--- config.mk ---
export PLATFORM = sky130hd
export DESIGN_NAME = parking_gate_arbiter
export DESIGN_NICKNAME = d
export VERILOG_FILES = /design/src/rtl/parking_pkg.sv /design/src/rtl/rr_arbiter.sv /design/src/rtl/parking_gate_arbiter.sv
export SDC_FILE = /design/constraint.sdc
export NUM_CORES = 1
export LEC_CHECK = 0
export ABC_AREA = 1
export BUFFER_PORTS_ARGS = -buffer_cell sky130_fd_sc_hd__buf_4
export CAP_MARGIN = 40
export CORE_UTILIZATION = 50
export CTS_CLUSTER_DIAMETER = 200
export DETAILED_ROUTE_END_ITERATION = 10
export PLACE_DENSITY = 0.84
export RECOVER_POWER = 50
export SYNTH_ARGS = -nofsm -noshare
export SYNTH_HDL_FRONTEND = slang
export SYNTH_HIERARCHICAL = 1
export SYNTH_SLANG_ARGS = --single-unit
--- constraint.sdc ---
create_clock -name clk -period 2.1 [get_ports clk]
set_input_delay 0.42 -clock clk [delete_from_list [all_inputs] [get_ports clk]]
set_output_delay 0.42 -clock clk [all_outputs]
set_load 0.01 [all_outputs]
--- src/rtl/parking_pkg.sv ---
// Shared types and default sizing for the parking system's barrier gate arbitration.
package parking_pkg;

  localparam int DEFAULT_N_LANES          = 2;
  localparam int DEFAULT_CAPACITY         = 8;
  localparam int DEFAULT_GATE_OPEN_CYCLES = 4;

  typedef enum logic [1:0] {
    IDLE  = 2'd0,
    OPEN  = 2'd1,
    CLOSE = 2'd2
  } gate_state_t;

endpackage

--- src/rtl/rr_arbiter.sv ---
// Round-robin arbiter: one-hot grant searching from the lane after the last winner.
module rr_arbiter #(
  parameter int N = 2
) (
  input  logic         clk,
  input  logic         rst,
  input  logic [N-1:0] req,
  input  logic         enable,
  output logic [N-1:0] grant
);

  localparam int PTR_W = (N > 1) ? $clog2(N) : 1;

  logic [PTR_W-1:0] ptr;
  logic [PTR_W-1:0] sel;
  logic [PTR_W-1:0] cand;
  logic             found;
  int               idx;

  // Grant stays zero when disabled so the pointer cannot move on a refused cycle.
  always_comb begin
    grant = '0;
    sel   = ptr;
    cand  = '0;
    found = 1'b0;
    idx   = 0;
    for (int i = 1; i <= N; i++) begin
      idx  = (int'(ptr) + i) % N;
      cand = PTR_W'(idx);
      if (enable && !found && req[cand]) begin
        grant[cand] = 1'b1;
        sel         = cand;
        found       = 1'b1;
      end
    end
  end

  always_ff @(posedge clk or posedge rst) begin
    if (rst) begin
      ptr <= PTR_W'(N - 1);
    end else if (found) begin
      ptr <= sel;
    end
  end

endmodule

--- src/rtl/parking_gate_arbiter.sv ---
// Shared barrier controller: arbitrates entry/exit lanes, times the open window,
// and owns the occupancy count.
module parking_gate_arbiter
  import parking_pkg::*;
#(
  parameter  int N_LANES          = DEFAULT_N_LANES,
  parameter  int CAPACITY         = DEFAULT_CAPACITY,
  parameter  int GATE_OPEN_CYCLES = DEFAULT_GATE_OPEN_CYCLES,
  localparam int OCC_W            = $clog2(CAPACITY + 1)
) (
  input  logic               clk,
  input  logic               reset,
  input  logic [N_LANES-1:0] entry_req,
  input  logic               exit_req,
  output logic [N_LANES-1:0] entry_grant,
  output logic               exit_grant,
  output logic               gate_open,
  output logic               gate_busy,
  output logic [OCC_W-1:0]   occupancy,
  output logic               full,
  output logic               empty,
  output gate_state_t        debug_state
);

  // Handshake: a requester holds its req level high until it sees its one-cycle
  // grant pulse; requests seen outside IDLE are ignored, never queued.

  localparam int              CNT_W    = (GATE_OPEN_CYCLES > 1) ? $clog2(GATE_OPEN_CYCLES) : 1;
  localparam logic [CNT_W-1:0] CNT_LOAD = CNT_W'(GATE_OPEN_CYCLES - 1);

  gate_state_t        state, state_next;
  logic [CNT_W-1:0]   cnt, cnt_next;
  logic [OCC_W-1:0]   occ_next;
  logic [N_LANES-1:0] arb_grant;
  logic [N_LANES-1:0] entry_grant_next;
  logic               exit_grant_next;
  logic               exit_win;
  logic               arb_enable;

  // Exit has priority; an empty lot blocks exit, a full lot blocks entry.
  assign exit_win   = (state == IDLE) && exit_req && !empty;
  assign arb_enable = (state == IDLE) && !exit_win && !full;

  rr_arbiter #(
    .N (N_LANES)
  ) u_rr_arbiter (
    .clk    (clk),
    .rst    (reset),
    .req    (entry_req),
    .enable (arb_enable),
    .grant  (arb_grant)
  );

  always_comb begin
    state_next       = state;
    cnt_next         = cnt;
    occ_next         = occupancy;
    entry_grant_next = '0;
    exit_grant_next  = 1'b0;
    case (state)
      IDLE: begin
        if (exit_win) begin
          exit_grant_next = 1'b1;
          occ_next        = occupancy - OCC_W'(1);
          cnt_next        = CNT_LOAD;
          state_next      = OPEN;
        end else if (arb_grant != '0) begin
          entry_grant_next = arb_grant;
          occ_next         = occupancy + OCC_W'(1);
          cnt_next         = CNT_LOAD;
          state_next       = OPEN;
        end
      end
      OPEN: begin
        if (cnt == '0) begin
          state_next = CLOSE;
        end else begin
          cnt_next = cnt - CNT_W'(1);
        end
      end
      CLOSE: begin
        state_next = IDLE;
      end
      default: begin
        state_next = IDLE;
      end
    endcase
  end

  always_ff @(posedge clk or posedge reset) begin
    if (reset) begin
      state       <= IDLE;
      cnt         <= '0;
      occupancy   <= '0;
      full        <= 1'b0;
      empty       <= 1'b1;
      entry_grant <= '0;
      exit_grant  <= 1'b0;
    end else begin
      state       <= state_next;
      cnt         <= cnt_next;
      occupancy   <= occ_next;
      full        <= (occ_next == OCC_W'(CAPACITY));
      empty       <= (occ_next == '0);
      entry_grant <= entry_grant_next;
      exit_grant  <= exit_grant_next;
    end
  end

  assign gate_open   = (state == OPEN);
  assign gate_busy   = (state != IDLE);
  assign debug_state = state;

endmodule

==> impl_metrics.yaml <==
outcome:
  outcome: "complete, no violations"
grt:
  antenna_found_initial: 0
  grt_max_degree: 14
  grt_use_total: 0.226
  grt_pass1_vias: 569
  grt_pass1_wl_mm: 2.28
  grt-ovfl-total: 0
yosys:
  avgSynthCellArea_sq_um: 7.60
  synth_ff_type: "dfrtp_1"
  synth-async-reset-ratio: 1.00
  synth_cell_types: 17
  synthTopCellsByArea: "dfrtp_1 (40%), nand2_1 (14%), inv_1 (7.6%)"
  syn_inst: 98
  ys_seq_elements: 14
  yosysSeqAreaShare: 0.474
  ys_warn_count: 6
  yosysTopAreaCell: "dfrtp_1"
  synth-edff-count: 0
  syn-num-nets: 106
  syn_area_sq_um: 744
  synth_top_area_share: 0.403
drt:
  wl_met2_um: 700
  num_vias: 655
  wl_met3_um: 80
  wl_met1_um: 645
  drt_iter0_drc: 22
  wirelength_mm: 1.46
  routed_via_density: 4.85
  wl_per_cell_um: 10.8
  ant_nets: 0
  highest_layer: "met4"
  drc: 0
  drt-pass1-iter-count: 4
finish:
  n_antenna_cell: 0
  area_growth_syn_to_layout_pct: 25.7
  layout.nets: 130
  drive_gt1_frac: 0.350
  design_area_sq_um: 936
  fillers: 124
  multi_input_area_sq_um: 342
  seq_area_sq_um: 354
floorplanning:
  fp-row-count: 13
  dieArea_sq_um: 1650
  core_area_sq_um: 1350
  fp.dieH_um: 40.6
  io_pins: 18
  start_util: 0.551
  die_x_um: 40.6
critical_path:
  critPathRequiredTime_ns: 2.30
  endpoint_kind: "flop"
  crit_path_top_delay_cell: "dfstp_2"
  path_class: "flop to flop"
  reg2reg_slack_ns: 0.19
  crit_buf_inv: 1
  startpoint: "empty"
  cp_common_cell: "nand2_1"
  regToRegStartpoint: "empty"
  max_stage_delay_ns: 0.57
  critPathTopFamily: "simple AND/OR/NAND/NOR gates"
  cp_cell_sequence: "nor2_2 > nor2_2 > inv_2 > nor2_4 > nand2_1 > a21oi_2 > nor2_2 > nor2_1 > nand2_1 > nand2_1 > nand2_1 > nand2_1 > nand2_1 > nor2_1"
  setup.worst_path.start_class: "flop"
  critPathMaxFanout: 3
  arrival_ns: 2.11
timing:
  finalCriticalPeriod_ns: 1.91
  rsz0062_at_grt: "no"
  skew_ns: 0.00329
  setup_violations: 0
  slew_viol_final: 0
  worstMarginPinSlew_ns: 0.492
  report.final.hold_viol_count: 0
  setup_tns_ns: 0
  max_freq_mhz: 525
  fin_crit_sh: 0.907
  slew_headroom: 0.672
power:
  internal-power_w: 0.000824
  switching_share: 0.452
  p_sw_w: 0.000679
  clkPwrFrac: 0.096
  ir_drop_uv: 895
  seq_power_share: 0.338
  p_leak_nw: 0.506
  powerDensity_nw_per_um2: 1610
  comb_power_share: 0.566
clock_tree:
  clock-sinks: 14
  cts_max_level: 1
  root_buffer: "clkbuf_4"
  cts_tree: "done"
  clk_pin_slew_ns: 0.08
  cts_buffer_depth: 2
  worstSkewPairLatency_ns: 0.27
  cts_buffers: 3
placement:
  place_area_sq_um: 891
  portBuffers: 17
  place_hpwl_mm: 1.12
  gp_congestion: 0.799
worst_hold_path:
  min_path_type: "input pin to async pin"
run:
  maxCapViolations: 0
==> cells by family after synthesis <==
group / count (synthesis) / share of synthesized area
buffers and inverters: 20 / 0.101
adder cells (fa/ha/maj): 3 / 0.0504
AO/OA/AOI/OAI: 7 / 0.0555
flip-flops: 14 / 0.474
AND/OR/NAND/NOR: 54 / 0.319
==> layout make-up <==
type / count / area share
multi-input combinational: 64 / 0.365
tap: 15 / 0.0201
clock buffer: 3 / 0.0241
inverter: 20 / 0.0802
sequential: 14 / 0.378
timing repair buffer: 19 / 0.132
==> flip-flops by register name, summed over array words and instances, names as in the netlist <==
| signal | cells |
|---|---|
| occupancy | 4 |
| debug_state | 2 |
| exit_grant | 1 |
| full | 1 |
| empty | 1 |
| entry_grant | 2 |
| cnt | 2 |
| u_rr_arbiter/ptr | 1 |
==> layout by cell type, fill, tap and decap left out, drive strengths merged <==
cell type and count:
buf 14, dfrtp 12, o21ai 4, nand2 31, a21boi 1, clkbuf 8, dfstp 2, ha 3
nand3 5, nor2 15, a21oi 2, nor3 1, nand3b 2, inv 20
==> synthesized netlist by cell type (2+ instances only) <==
cell type / number
ha_1: 3
dfstp_2: 2
inv_1: 15
inv_2: 5
dfrtp_1: 12
nor2_2: 4
nor2_1: 11
nand3b_1: 2
a21oi_1: 2
nand3_1: 5
o21ai_1: 2
nand2_1: 27
nand2_2: 4
==> metal layers <==
| metal | global-route usage | vias to the layer above |
|---|---|---|
| met3 | 0.0667 | 4 |
| met5 | 0 | - |
| li1 | - | 342 |
| met1 | 0.268 | 289 |
| met4 | 0.125 | 0 |
| met2 | 0.361 | 20 |
==> per-stage QoR <==
stage          hold WS, ns  setup slack, ns  power [W]  instances   util
4_1_cts              0.145           0.0797    0.00145        133  0.677
2_1_floorplan        0.296            0.291    0.00102         98      -
5_1_grt              0.137           0.0316    0.00166        135  0.693
3_3_place_gp         0.432            0.118    0.00127        130  0.660
6_report             0.127            0.195    0.00150        135  0.693
3_5_place_dp         0.441           0.0400    0.00130        130  0.660
==> final timing paths <==
check	end	cells past startpoint
max in group asynchronous	debug_state[1]	2
setup reg to reg	full	14
hold reg to reg	cnt[0]	2
setup / recovery	full	14
hold / removal	u_rr_arbiter/ptr	2
min in group clk	u_rr_arbiter/ptr	4
==> worst register-to-register path: stages (launching register included) <==
cell     delay, ns
dfstp_2       0.57
nor2_2        0.06
nor2_2        0.14
inv_2         0.07
nor2_4        0.12
nand2_1       0.08
a21oi_2       0.14
nor2_2        0.07
nor2_1        0.10
nand2_1       0.07
nand2_1       0.06
nand2_1       0.05
nand2_1       0.10
nand2_1       0.08
nor2_1        0.12
==> power groups by stage <==
stage / Clock, W / Sequential (W) / Combinational (W)
5_1_grt: 0.000162 / 0.000529 / 0.000970
3_5_place_dp: 0 / 0.000507 / 0.000797
2_1_floorplan: 0 / 0.000531 / 0.000487
3_3_place_gp: 0 / 0.000501 / 0.000771
4_1_cts: 0.000148 / 0.000502 / 0.000801
6_report: 0.000145 / 0.000508 / 0.000850
==> repair_timing <==
item,in CTS,in global routing
buffers inserted,0,2
hold buffers,0,0
resized for setup,0,10
setup endpoints to repair,0,5
No activity file was read; power rests on OpenSTA's default activity.
